===== config.mk =====
export PLATFORM = sky130hd
export DESIGN_NAME = clock_divider_bank_flat
export DESIGN_NICKNAME = d
export VERILOG_FILES = /design/src/rtl/clock_divider_bank_if.sv /design/src/rtl/clock_divider_bank.sv /design/src/flat_wrapper.sv
export SDC_FILE = /design/constraint.sdc
export NUM_CORES = 1
export LEC_CHECK = 0
export CAP_MARGIN = 40
export CORE_MARGIN = 3
export CORE_UTILIZATION = 50
export DETAILED_ROUTE_END_ITERATION = 10
export HOLD_SLACK_MARGIN = 0.1
export PLACE_DENSITY = 0.7
export RECOVER_POWER = 25
export SYNTH_ARGS = -nofsm -noshare
export SYNTH_HDL_FRONTEND = slang
export SYNTH_SLANG_ARGS = --single-unit

===== constraint.sdc =====
create_clock -name clk -period 6.1 [get_ports clk]
set_clock_uncertainty 0.05 [all_clocks]
set_input_delay 1.525 -clock clk [delete_from_list [all_inputs] [get_ports clk]]
set_output_delay 1.525 -clock clk [all_outputs]
set_load 0.01 [all_outputs]

===== src/rtl/clock_divider_bank_if.sv =====
// rtl/clock_divider_bank_if.sv - control and output bundle for the clock divider bank
interface clock_divider_bank_if #(
  parameter int NUM_CH = 4,
  parameter int WIDTH  = 32
);
  logic [NUM_CH-1:0]       en;
  logic [NUM_CH*WIDTH-1:0] half_period;
  logic                    load;
  logic                    sync_clr;
  logic [NUM_CH-1:0]       clk_out;
  logic [NUM_CH-1:0]       tick;

  modport master (
    output en, half_period, load, sync_clr,
    input  clk_out, tick
  );

  modport slave (
    input  en, half_period, load, sync_clr,
    output clk_out, tick
  );
endinterface


===== src/rtl/clock_divider_bank.sv =====
// rtl/clock_divider_bank.sv - multi-channel programmable divided clock and tick generator
module clock_divider_bank #(
  parameter int          NUM_CH       = 4,
  parameter int          WIDTH        = 32,
  parameter int unsigned DEFAULT_HALF = 50000000
) (
  input  logic                  clk,
  input  logic                  rst_n,
  clock_divider_bank_if.slave   bus
);

  logic [WIDTH-1:0]  div_q    [NUM_CH];
  logic [WIDTH-1:0]  div_d    [NUM_CH];
  logic [WIDTH-1:0]  cnt_q    [NUM_CH];
  logic [WIDTH-1:0]  cnt_d    [NUM_CH];
  logic [WIDTH-1:0]  last_cnt [NUM_CH];
  logic [NUM_CH-1:0] clk_out_q, clk_out_d;
  logic [NUM_CH-1:0] tick_q, tick_d;

  // Terminal count per channel: H-1, where a programmed half-period of 0 behaves as 1
  always_comb begin
    for (int i = 0; i < NUM_CH; i++) begin
      last_cnt[i] = (div_q[i] == '0) ? '0 : div_q[i] - WIDTH'(1);
    end
  end

  // Next state per channel; sync_clr outranks load, which outranks counting
  always_comb begin
    clk_out_d = clk_out_q;
    tick_d    = '0;
    for (int i = 0; i < NUM_CH; i++) begin
      div_d[i] = div_q[i];
      cnt_d[i] = cnt_q[i];
      if (bus.sync_clr) begin
        if (bus.load) begin
          div_d[i] = bus.half_period[i*WIDTH +: WIDTH];
        end
        cnt_d[i]     = '0;
        clk_out_d[i] = 1'b0;
      end else if (bus.load) begin
        // clk_out keeps its level so a reprogram never produces a runt pulse
        div_d[i] = bus.half_period[i*WIDTH +: WIDTH];
        cnt_d[i] = '0;
      end else if (bus.en[i]) begin
        if (cnt_q[i] == last_cnt[i]) begin
          cnt_d[i]     = '0;
          clk_out_d[i] = ~clk_out_q[i];
          tick_d[i]    = 1'b1;
        end else begin
          cnt_d[i] = cnt_q[i] + WIDTH'(1);
        end
      end
    end
  end

  // State registers; reset reloads the default half-period into every channel
  always_ff @(posedge clk or negedge rst_n) begin
    if (!rst_n) begin
      for (int i = 0; i < NUM_CH; i++) begin
        div_q[i] <= WIDTH'(DEFAULT_HALF);
        cnt_q[i] <= '0;
      end
      clk_out_q <= '0;
      tick_q    <= '0;
    end else begin
      for (int i = 0; i < NUM_CH; i++) begin
        div_q[i] <= div_d[i];
        cnt_q[i] <= cnt_d[i];
      end
      clk_out_q <= clk_out_d;
      tick_q    <= tick_d;
    end
  end

  assign bus.clk_out = clk_out_q;
  assign bus.tick    = tick_q;

endmodule


===== src/flat_wrapper.sv =====
// flat-port wrapper written by rule: the top's interface ports become plain ports
module clock_divider_bank_flat 
#(
  parameter int          NUM_CH       = 4,
  parameter int          WIDTH        = 32,
  parameter int unsigned DEFAULT_HALF = 50000000
)
  (clk, rst_n, bus_en, bus_half_period, bus_load, bus_sync_clr, bus_clk_out, bus_tick);
  clock_divider_bank_if #(.NUM_CH(NUM_CH), .WIDTH(WIDTH)) bus_i ();
  input  logic clk;
  input  logic rst_n;
  input wire logic [$bits(bus_i.en)-1:0] bus_en;
  input wire logic [$bits(bus_i.half_period)-1:0] bus_half_period;
  input wire logic [$bits(bus_i.load)-1:0] bus_load;
  input wire logic [$bits(bus_i.sync_clr)-1:0] bus_sync_clr;
  output wire logic [$bits(bus_i.clk_out)-1:0] bus_clk_out;
  output wire logic [$bits(bus_i.tick)-1:0] bus_tick;
  assign bus_i.en = bus_en;
  assign bus_i.half_period = bus_half_period;
  assign bus_i.load = bus_load;
  assign bus_i.sync_clr = bus_sync_clr;
  assign bus_clk_out = bus_i.clk_out;
  assign bus_tick = bus_i.tick;
  clock_divider_bank #(.NUM_CH(NUM_CH), .WIDTH(WIDTH), .DEFAULT_HALF(DEFAULT_HALF)) u_core (.clk(clk), .rst_n(rst_n), .bus(bus_i));
endmodule

# Word-level counts from Yosys, hierarchy flattened
# Cells that the tools add are included.
[totals]
out_inout_bits = 8
word_cells = 102
ff_bits = 264
in_bits = 136
[classes]
reduce_logical = 20
n_eq_ne = 5
bitwise_logic = 4
mux = 52
add_sub_neg = 8
[op_table]
columns = ["operator", "count"]
rows = [
  ["32-bit 2-to-1 mux", 20],
  ["32-bit by 1-bit adder with 32-bit output (second input constant)", 4],
  ["32-bit equality test", 4],
  ["32-bit zero test", 4],
  ["32-bit by 1-bit subtractor with 32-bit output (second input constant)", 4],
  ["1-bit 2-to-1 mux", 32],
  ["2-bit nonzero test", 8],
  ["3-bit AND reduction", 4],
  ["3-bit nonzero test", 4],
  ["1-bit inverter", 4],
  ["2-bit by 1-bit inequality test with 1-bit output (second input constant)", 1],
]

# Depth between registers and ports, before layout
# Gate-level depths: netlist (run 1).
[logic_depth]
depth_word = 7
mapped_depth = 15
depth_no_buf = 12

# Least setup slack after synthesis (run 1)
# No wires, ideal clock.
[synth_timing]
path_type = "flip-flop to flip-flop"
from = "register u_core.div_q[37] (netlist name)"
to = "register u_core.cnt_q[61] (netlist name)"
setup_time_ns = 0.124
n_path_buf = 1
t_required_ns = 5.926
stages_incl_launch_ff = 12
synth_period_minus_slack_ns = 4.051
t_arrival_ns = 3.877
setup_slack_ns = 2.049
path_cell_list = "dfrtp_1 > clkbuf_1 > or4_1 > or4_1 > and3_1 > a2111o_1 > a2111o_1 > nor4_1 > nand4_2 > or4_4 > and4_1 > a211o_1"
[synth_via]
elab_chain_cells = 7
elab_cells_between_ends = 8
cone_classes = "add/sub: 1; eq/ne: 1; mux: 5; reduce/logical: 1"
[synth_rtl]
columns = ["item", "line", "source"]
rows = [
  ["start: declaration", "clock_divider_bank.sv:12", "logic [WIDTH-1:0] div_q [NUM_CH];"],
  ["start signal: indexed assignment", "clock_divider_bank.sv:60", "div_q[i] <= WIDTH'(DEFAULT_HALF);"],
  ["start signal: indexed assignment", "clock_divider_bank.sv:67", "div_q[i] <= div_d[i];"],
  ["32-bit by 1-bit subtractor with 32-bit output / 32-bit zero test (equally long branches)", "clock_divider_bank.sv:23", "last_cnt[i] = (div_q[i] == '0) ? '0 : div_q[i] - WIDTH'(1);"],
  ["32-bit 2-to-1 mux (*)", "clock_divider_bank.sv:23", ""],
  ["32-bit equality test (*)", "clock_divider_bank.sv:45", "if (cnt_q[i] == last_cnt[i]) begin"],
  ["32-bit 2-to-1 mux (*)", "clock_divider_bank.sv:45", ""],
  ["32-bit 2-to-1 mux (*)", "clock_divider_bank.sv:44", "end else if (bus.en[i]) begin"],
  ["32-bit 2-to-1 mux (*)", "clock_divider_bank.sv:40", "end else if (bus.load) begin"],
  ["32-bit 2-to-1 mux (*)", "clock_divider_bank.sv:34", "if (bus.sync_clr) begin"],
  ["end signal: indexed assignment", "clock_divider_bank.sv:68", "cnt_q[i] <= cnt_d[i];"],
  ["end: declaration", "clock_divider_bank.sv:14", "logic [WIDTH-1:0] cnt_q [NUM_CH];"],
]
# Every way passes the cells marked *; elsewhere a longest branch is shown, timed or not. The select of a mux whose other input is x is not followed.
# A chain may end at the register's enable or synchronous reset.

# Worst setup path after layout (run 1)
[layout_timing]
from = "register u_core.div_q[72] (netlist name)"
to = "register u_core.cnt_q[68] (netlist name)"
# The elaborated chain is that of the path after synthesis.

==> results.sh, run 1 <==
export IMPL_outcome="finished with violations"
export IMPL_violations="max-capacitance violations, max-slew violations"
export IMPL_rsz0062_at_grt="no"
export IMPL_fmax_mhz=198.6
export IMPL_drt_antenna_violating_nets=0
export IMPL_syn_to_final_growth_pct=13.89
export IMPL_critical_path_buf_inv_count=0
export IMPL_fp_dieArea_um2=40420
export IMPL_async_flop_share_pct=100.0
export IMPL_ys_warn_count=0
export IMPL_via_per_inst=6.447
export IMPL_worst_slack_ps=1066
export IMPL_antenna_found_initial=0
export IMPL_path_class="reg -> reg"
export IMPL_dp_slack_ps=1164
export IMPL_cts_setup_buffers=0
export IMPL_maxCapViolCount=1
export IMPL_max_slew_worst_pin_slew_ps=3570
export IMPL_num_rows=70
export IMPL_synth_avg_cell_area_um2=8.579
export IMPL_post_synth_num_cell_types=86
export IMPL_cp_top_family="simple AND/OR/NAND/NOR gates"
export IMPL_synth_edf_count=0
export IMPL_detail_route_iter0_violations=1563
export IMPL_grt_total_usage_pct=28.56
export IMPL_grt_max_degree=90
export IMPL_hold_viol_final=0
export IMPL_drc=0
export IMPL_cts_root_buffer="clkbuf_16"
export IMPL_vias=17911
export IMPL_start_util_pct=51.34
export IMPL_grt_pass1_vias=17027
export IMPL_slew_headroom_pct=-138.4
export IMPL_clock_sinks=264
export IMPL_die_height_um=201.0
export IMPL_nets=2395
export IMPL_p_leak_nw=8.050
export IMPL_firstDrtPassIters=6
export IMPL_seqCellArea_um2=6666
export IMPL_n_antenna_cell=0
export IMPL_synth_commonest_cells="dfrtp_1 (216), nand2_1 (182), nor2_1 (170)"
export IMPL_yosys_area_top_type="dfrtp_1"
export IMPL_finalCriticalPeriod_ps=5034
export IMPL_p_per_area_nw_per_um2=209.6
export IMPL_ios=144
export IMPL_cts_buffers=30
export IMPL_rrSetupSlack_ps=1070
export IMPL_syn_cell_area_um2=19020
export IMPL_synth_fp_nets=2361
export IMPL_ys_top_cells_by_area="dfrtp_1 (28%), mux2_2 (6.7%), dfstp_2 (6.6%)"
export IMPL_cts_hold_buf=0
export IMPL_coreArea_um2=37050
export IMPL_min_period_over_period_pct=82.53
export IMPL_crit_slowest_cell="or4_1"
export IMPL_required_ps=6470
export IMPL_nFillCells=3319
export IMPL_worstSetupStartpointType="flip-flop"
export IMPL_clkTransAtPathRegs_ps=60
export IMPL_clockBufferDepth=3
export IMPL_peakVddDrop_v=0.0002414
export IMPL_synth_cells=2217
export IMPL_slew_violations=82
export IMPL_worstPathCellList="or4_1, nor4_1, nand3_1, o21a_1, o32a_1, or4_1, nor4_1, nand4bb_1, nand2_1, nor2_1"
export IMPL_synthFlopType="dfrtp_1"
export IMPL_fp_dieW_um=201.0
export IMPL_hold_class="reg -> reg"
export IMPL_place_congestion=1.011
export IMPL_htreeDepth=1
export IMPL_ys_seq_elements=264
export IMPL_port_buffers=143
export IMPL_seq_area_frac_synth_pct=35.05
export IMPL_wl_um=59520
export IMPL_synth_top_cell_area_share_pct=28.42
export IMPL_multiInputGateArea_um2=11540
export IMPL_clk_latency_ps=600
export IMPL_cts_tree="built"
export IMPL_drive_gt1_share_pct=12.01
export IMPL_arrival_ps=5410
export IMPL_setup_viol_count_final=0
export IMPL_cts_resized=0
export IMPL_tns_ps=0
export IMPL_wl_per_cell_um=21.42
export IMPL_dp_hpwl_um=44520
export IMPL_max_stage_delay_ps=790
export IMPL_yosysMostFrequentCell="dfrtp_1"
export IMPL_grt_overflow_total=0
export IMPL_grt_pass1_wl_um=94840
export IMPL_worstPathMaxFanout=21
export IMPL_cp_end_kind="flip-flop"
metrics by stage:
stage	power [W]	util (%)	instance area (µm²)	cells	hold slack, ps
2_1_floorplan	0.002451	-	19020	2217	455.3
3_3_place_gp	0.002734	55.68	20630	2721	477.1
3_5_place_dp	0.002747	55.80	20670	2723	497.4
4_1_cts	0.004584	58.49	21670	2778	507.3
5_1_grt	0.004739	58.47	21660	2778	541.3
6_report	0.004541	58.47	21660	2778	507.3
area by class of cell:
| class | count | area share (%) |
|---|---|---|
| multi-input cells | 1738 | 53.27 |
| clock buffers | 46 | 4.159 |
| clock inverters | 9 | 0.4505 |
| repair buffers | 164 | 7.515 |
| well taps | 504 | 2.911 |
| inverters | 53 | 0.9184 |
| flip-flops and latches | 264 | 30.77 |
flip-flops by register name (all words and copies together), names as in the netlist:
register	flops
u_core.bus.clk_out	4
u_core.bus.tick	4
u_core.div_q	128
u_core.cnt_q	128
layout by cell type (no fill, tap or decap), types with 13 or more instances in the layout:
cell type,instances
a31oi_1,36
nand3_1,97
dfstp_2,48
clkdlybuf4s50_1,141
and4_1,15
nor3_1,105
inv_1,53
dfrtp_1,216
clkbuf_16,30
o21ai_0,108
xnor2_1,91
o311ai_0,24
nand2_1,182
and2_1,25
mux2i_1,24
and3_1,46
a21o_1,23
a21oi_1,43
nor4_1,74
nand4_1,83
nor3b_1,17
buf_4,18
xor2_1,58
nor2_1,168
nor2b_1,32
nand2b_1,22
or4_1,35
or3_1,46
mux2_2,113
or2_2,17
o31ai_1,17
o32ai_1,13
power breakdown:
group | internal (W) | switching [W]
Clock | 0.00106 | 0.000757
Sequential | 0.00186 | 0.000168
Combinational | 0.000332 | 0.000364
Total | 0.00325 | 0.00129
path summary, 6_finish.rpt:
| kind | to | startpoint | cells past startpoint |
|---|---|---|---|
| worst max-delay path | u_core.cnt_q[68] | u_core.div_q[72] | 10 |
| worst min-delay path | u_core.bus.clk_out[1] | u_core.bus.clk_out[1] | 2 |
| worst max register to register | u_core.cnt_q[68] | u_core.div_q[72] | 10 |
| worst min register to register | u_core.bus.clk_out[1] | u_core.bus.clk_out[1] | 2 |
| max in group asynchronous | u_core.div_q[10] | rst_n | 2 |
| min in group asynchronous | u_core.div_q[62] | rst_n | 1 |
kinds of logic after synthesis:
group | count (synthesis) | synth area share [%]
and+or+nand+nor | 1021 | 29.08
adders and majority gates | 8 | 0.5263
buffers and inverters | 215 | 4.329
DFF | 264 | 35.05
AOI/OAI and AO/OA | 418 | 15.60
xor gates and xnor gates | 154 | 7.453
muxes | 137 | 7.953
metal layers:
layer	track usage [%]	vias to the layer above	part of all wire, %
met3	4.021	122	6.1
met1	41.30	8785	46
met4	7.453	0	2.8
li1	-	8363	-
met2	45.17	641	45
met5	0	-	0
worst register-to-register path: stages (launching register included):
cell	delay (ps)
dfrtp_1	490
or4_1	790
nor4_1	530
nand3_1	430
o21a_1	260
o32a_1	300
or4_1	510
nor4_1	450
nand4bb_1	250
nand2_1	650
nor2_1	150
(Power assumes the default switching activity.)
==> inputs of run 2 (changes only) <==
--- a/config.mk
+++ b/config.mk
@@ -10,7 +10,7 @@
 export CORE_UTILIZATION = 50
 export DETAILED_ROUTE_END_ITERATION = 10
 export HOLD_SLACK_MARGIN = 0.1
-export PLACE_DENSITY = 0.7
+export PLACE_DENSITY = 0.73
 export RECOVER_POWER = 25
 export SYNTH_ARGS = -nofsm -noshare
 export SYNTH_HDL_FRONTEND = slang
==> constraint.sdc (replaced) <==
create_clock -name clk -period 4.5 [get_ports clk]
set_clock_uncertainty 0.05 [all_clocks]
set_input_delay 1.125 -clock clk [delete_from_list [all_inputs] [get_ports clk]]
set_output_delay 1.125 -clock clk [all_outputs]
set_load 0.01 [all_outputs]
==> run 2 against run 1 <==
Effect of this change:
- the flow still finishes with violations (max-capacitance violations, max-slew violations)
- critical endpoint is now u_core.cnt_q[61]
- critical path type unchanged
- cell count increased by 1.9%
- critical path depth unchanged
- global-route usage decreased by 0.59 points
- die area unchanged
==> results.sh, run 2 (synthesis gave the netlist of run 1 again) <==
export IMPL_min_period_over_period_pct=95.65
export IMPL_setup_viol_count_final=0
export IMPL_fmax_mhz=232.3
export IMPL_via_per_inst=6.417
export IMPL_p_per_area_nw_per_um2=292.8
export IMPL_hold_class="reg -> reg"
export IMPL_power_w=0.006497
export IMPL_wl_per_cell_um=20.82
export IMPL_peakVddDrop_v=0.0003382
export IMPL_timing_rr_start="u_core.div_q[44]"
export IMPL_nets=2445
export IMPL_wl_um=58920
export IMPL_port_buffers=143
export IMPL_cts_root_buffer="clkbuf_16"
export IMPL_outcome="finished with violations"
export IMPL_vias=18159
export IMPL_clockBufferDepth=3
export IMPL_place_congestion=1.007
export IMPL_num_rows=70
export IMPL_clkTransAtPathRegs_ps=60
export IMPL_final_cell_mix="dfrtp_1 (216), nand2_1 (182), nor2_1 (169), clkdlybuf4s50_1 (137), mux2_2 (113)"
export IMPL_antenna_found_initial=0
export IMPL_seqCellArea_um2=6666
export IMPL_violations="max-capacitance violations, max-slew violations"
export IMPL_path_class="reg -> reg"
export IMPL_ios=144
export IMPL_max_slew_worst_pin_slew_ps=2334
export IMPL_firstDrtPassIters=6
export IMPL_cts_setup_buffers=0
export IMPL_startpoint="u_core.div_q[44]"
export IMPL_finalCriticalPeriod_ps=4304
export IMPL_slew_violations=128
export IMPL_cts_buffers=31
export IMPL_cts_tree="built"
export IMPL_cts_resized=0
export IMPL_grt_busiest_layer="met2"
export IMPL_clk_latency_ps=600
export IMPL_layout_commonest_cell="dfrtp_1"
export IMPL_start_util_pct=51.34
export IMPL_arrival_ps=4730
export IMPL_die_height_um=201.0
export IMPL_cts_hold_buf=0
export IMPL_cp_end_kind="flip-flop"
export IMPL_grt_pass1_vias=17134
export IMPL_grt_total_usage_pct=27.96
export IMPL_p_leak_nw=8.355
export IMPL_worst_slack_ps=195.9
export IMPL_tns_ps=0
export IMPL_multiInputGateArea_um2=11560
export IMPL_rsz0062_at_grt="no"
export IMPL_fp_dieW_um=201.0
export IMPL_dp_hpwl_um=44430
export IMPL_worstPathMaxFanout=9
export IMPL_grt_max_degree=91
export IMPL_fp_dieArea_um2=40420
export IMPL_hold_viol_final=0
export IMPL_slew_headroom_pct=-55.63
export IMPL_grtUsageMet3_pct=3.486
export IMPL_n_antenna_cell=0
export IMPL_worstSetupStartpointType="flip-flop"
export IMPL_use_met2_pct=46.01
export IMPL_drt_antenna_violating_nets=0
export IMPL_nFillCells=3259
export IMPL_hp_start="u_core.div_q[49]"
export IMPL_top_regs="u_core.cnt_q x128, u_core.div_q x128"
export IMPL_drive_gt1_share_pct=14.14
export IMPL_use_met1_pct=39.88
export IMPL_dp_slack_ps=188.8
export IMPL_detail_route_iter0_violations=1654
export IMPL_grt_pass1_wl_um=93810
export IMPL_clock_sinks=264
export IMPL_htreeDepth=1
export IMPL_drc=0
export IMPL_syn_to_final_growth_pct=16.67
export IMPL_grt_overflow_total=0
export IMPL_maxCapViolCount=2
export IMPL_required_ps=4930
export IMPL_coreArea_um2=37050
[run 2: cell count changes in the layout (fill, tap and decap cells not counted), sizes merged]
cell and change:
buf +48, dlymetal6s2s -1, inv +2, bufinv +5
clkbuf -4, clkinvlp +2, dlygate4sd3 +4, clkdlybuf4s50 -4
[run 2: cell type report]
class	count	area share [%]
clock buffer	40	3.874
clock inverter	18	1.218
inverter	53	0.8965
multi-input combinational	1738	52.10
sequential	264	30.04
tap	504	2.842
timing repair buffer	213	9.027
[run 2: critical path, cell delays in order (launching register included)]
cell	delay [ps]
dfstp_2	400
or4_4	550
or4_1	660
or3_4	490
o21ai_2	130
a21oi_1	80
or4b_1	470
o31a_1	320
or4_4	560
and4_1	210
a211o_1	260
[run 2: worst paths after layout]
path                               endpoint  slack (ps)  depth (start not counted)
max                        u_core.cnt_q[61]         200                         10
min                        u_core.div_q[49]         500                          2
max reg2reg                u_core.cnt_q[61]         200                         10
min reg2reg                u_core.div_q[49]         500                          2
max in group asynchronous  u_core.div_q[71]        1700                          2
min in group asynchronous  u_core.div_q[61]        1180                          1
[run 2: metrics by stage]
stage               hold slack [ps]  utilization (%)  area, µm²  cells
global placement              453.4            56.79      21040   2771
floorplan                     455.3                -      19020   2217
finish                        504.7            59.90      22190   2830
global route                  530.6            59.90      22190   2830
detailed placement            497.2            56.83      21050   2772
CTS                           497.0            59.88      22180   2830
[run 2: per-layer routing]
metal | wire, µm | part of all wire [%] | vias to the layer above
met1 | 26450 | 45 | 8883
met4 | 1266 | 2.1 | 0
li1 | - | - | 8481
met2 | 27810 | 47 | 697
met3 | 3396 | 5.8 | 98
met5 | 0 | 0 | -
[run 2: report_power, final]
part | internal (W) | total (W) | leakage, nW | switching [W]
Clock | 0.00170 | 0.00277 | 0.550 | 0.00107
Combinational | 0.000476 | 0.000994 | 4.46 | 0.000518
Sequential | 0.00253 | 0.00274 | 3.35 | 0.000211
Total | 0.00470 | 0.00650 | 8.35 | 0.00180
==> inputs of run 3 (changes only) <==
--- a/config.mk
+++ b/config.mk
@@ -12,6 +12,7 @@
 export HOLD_SLACK_MARGIN = 0.1
 export PLACE_DENSITY = 0.73
 export RECOVER_POWER = 25
+export SLEW_MARGIN = 20
 export SYNTH_ARGS = -nofsm -noshare
 export SYNTH_HDL_FRONTEND = slang
 export SYNTH_SLANG_ARGS = --single-unit
==> run 3 against run 2 <==
Effect of this change:
- sequential share of layout area hardly changed
- the run still ends with max-capacitance violations, max-slew violations left
- first-iteration DRC count is 2.1% lower
- via count is 0.66% higher
- critical endpoint unchanged
- count of clock-buffer cells in the layout is 3 lower
- sequential power hardly changed
- clock power is 2% lower
- cell count hardly changed
- critical path depth stayed put
- largest power group is now sequential cells
==> results.sh, run 3 (synthesis gave the netlist of run 1 again) <==
export IMPL_top_regs="u_core.cnt_q x128, u_core.div_q x128"
export IMPL_required_ps=4910
export IMPL_path_class="reg -> reg"
export IMPL_nets=2445
export IMPL_clock_sinks=264
export IMPL_fp_dieW_um=201.0
export IMPL_worstPathMaxFanout=9
export IMPL_wl_met2_um=28070
export IMPL_violations="max-capacitance violations, max-slew violations"
export IMPL_slew_headroom_pct=-56.40
export IMPL_cts_buffers=31
export IMPL_dr_wl_met3_um=3674
export IMPL_syn_to_final_growth_pct=16.55
export IMPL_min_period_over_period_pct=95.95
export IMPL_drt_antenna_violating_nets=0
export IMPL_firstDrtPassIters=6
export IMPL_final_cell_mix="dfrtp_1 (216), nand2_1 (182), nor2_1 (169), clkdlybuf4s50_1 (137), mux2_2 (113)"
export IMPL_coreArea_um2=37050
export IMPL_r2r_end="u_core.cnt_q[61]"
export IMPL_die_height_um=201.0
export IMPL_setup_viol_count_final=0
export IMPL_met1_length_um=26250
export IMPL_clockBufferDepth=3
export IMPL_arrival_ps=4730
export IMPL_layout_commonest_cell="dfrtp_1"
export IMPL_worst_slack_ps=182.4
export IMPL_highest_layer="met4"
export IMPL_num_rows=70
export IMPL_drive_gt1_share_pct=14.24
export IMPL_p_per_area_nw_per_um2=290.6
export IMPL_nFillCells=3274
export IMPL_grt_pass1_wl_um=94680
export IMPL_fmax_mhz=231.6
export IMPL_critical_path_endpoint="u_core.cnt_q[61]"
export IMPL_dp_hpwl_um=44540
export IMPL_hold_class="reg -> reg"
export IMPL_place_congestion=1.007
export IMPL_outcome="finished with violations"
export IMPL_via_per_inst=6.461
export IMPL_cts_tree="built"
export IMPL_finalCriticalPeriod_ps=4318
export IMPL_cts_root_buffer="clkbuf_16"
export IMPL_rrSetupSlack_ps=180
export IMPL_p_leak_nw=8.341
export IMPL_vias=18278
export IMPL_cp_end_kind="flip-flop"
export IMPL_clk_latency_ps=580
export IMPL_dp_slack_ps=236.0
export IMPL_maxCapViolCount=2
export IMPL_ios=144
export IMPL_worstSetupStartpointType="flip-flop"
export IMPL_reg2reg_depth=10
export IMPL_htreeDepth=1
export IMPL_start_util_pct=51.34
export IMPL_peakVddDrop_v=0.0003065
export IMPL_grt_max_degree=91
export IMPL_tns_ps=0
export IMPL_cts_setup_buffers=0
export IMPL_rsz0062_at_grt="no"
export IMPL_fp_dieArea_um2=40420
export IMPL_n_antenna_cell=0
export IMPL_drc=0
export IMPL_wl_um=59210
export IMPL_port_buffers=143
export IMPL_grt_overflow_total=0
export IMPL_antenna_found_initial=0
export IMPL_wl_per_cell_um=20.93
export IMPL_slew_violations=128
export IMPL_startpoint="u_core.div_q[44]"
export IMPL_clkTransAtPathRegs_ps=60
export IMPL_detail_route_iter0_violations=1620
export IMPL_max_slew_worst_pin_slew_ps=2346
export IMPL_timing_rr_start="u_core.div_q[44]"
export IMPL_hold_viol_final=0
export IMPL_grt_total_usage_pct=28.24
export IMPL_grt_pass1_vias=17355
==> run 3: changes by cell type in the layout (fill, tap and decap cells not counted), sizes merged <==
cell | before | now
clkbuf | 42 | 39
bufinv | 6 | 5
inv | 55 | 54
clkinvlp | 3 | 5
clkinv | 7 | 9
==> run 3: report_power, final <==
group / total, W / switching (W) / internal, W / leakage, nW
registers: 0.00274 / 0.000213 / 0.00253 / 3.35
clock network: 0.00271 / 0.00106 / 0.00164 / 0.537
logic: 0.000994 / 0.000519 / 0.000476 / 4.46
==> run 3: layout make-up <==
type                       count  area, µm²  area share [%]
clock buffer                  37      858.3           3.872
clock inverter                20      252.7           1.140
inverter                      53      198.9          0.8975
multi-input combinational   1738      11560           52.13
sequential                   264       6666           30.07
tap                          504      630.6           2.845
timing repair buffer         213       2003           9.037
==> run 3: routing by layer <==
metal  up-vias  GRT usage (%)
li1       8488              -
met1      8972          39.74
met2       716          46.63
met3       102          3.681
met4         0          6.399
met5         -              0
==> run 3: worst min path at each step <==
| stage | start | end | slack (ps) | depth (start not counted) |
|---|---|---|---|---|
| after floorplan | u_core.div_q[43] | u_core.div_q[43] | 460 | 1 |
| after global placement | u_core.cnt_q[25] | u_core.cnt_q[25] | 450 | 2 |
| after detailed placement | u_core.cnt_q[25] | u_core.cnt_q[25] | 480 | 2 |
| after CTS | u_core.cnt_q[25] | u_core.cnt_q[25] | 490 | 2 |
| after global routing | u_core.bus.clk_out[2] | u_core.bus.clk_out[2] | 530 | 2 |
| final | u_core.cnt_q[25] | u_core.cnt_q[25] | 480 | 2 |
==> run 3: worst max-delay path: stages (launching register included) <==
cell and delay, ps:
dfstp_2 400, or4_4 550, or4_1 650, or3_4 490, or3_1 340, and3_1 200
a211oi_2 230, nand4_2 200, or4_4 620, and4_1 210, a211o_1 260
==> run 3: metrics by stage <==
step           std cells  util (%)  hold slack (ps)  power (W)  instance area [µm²]
4_1_cts             2829     59.83            488.5   0.006492                22170
3_3_place_gp        2771     56.79            453.4   0.003726                21040
5_1_grt             2829     59.83            530.6   0.006729                22170
6_report            2829     59.83            483.7   0.006443                22170
2_1_floorplan       2217         -            455.3   0.003322                19020
3_5_place_dp        2772     56.83            475.9   0.003753                21050
==> run 3: timing repair <==
action	in CTS	in global routing
resized for setup	0	8
setup endpoints to repair	0	45
hold buffers	0	0
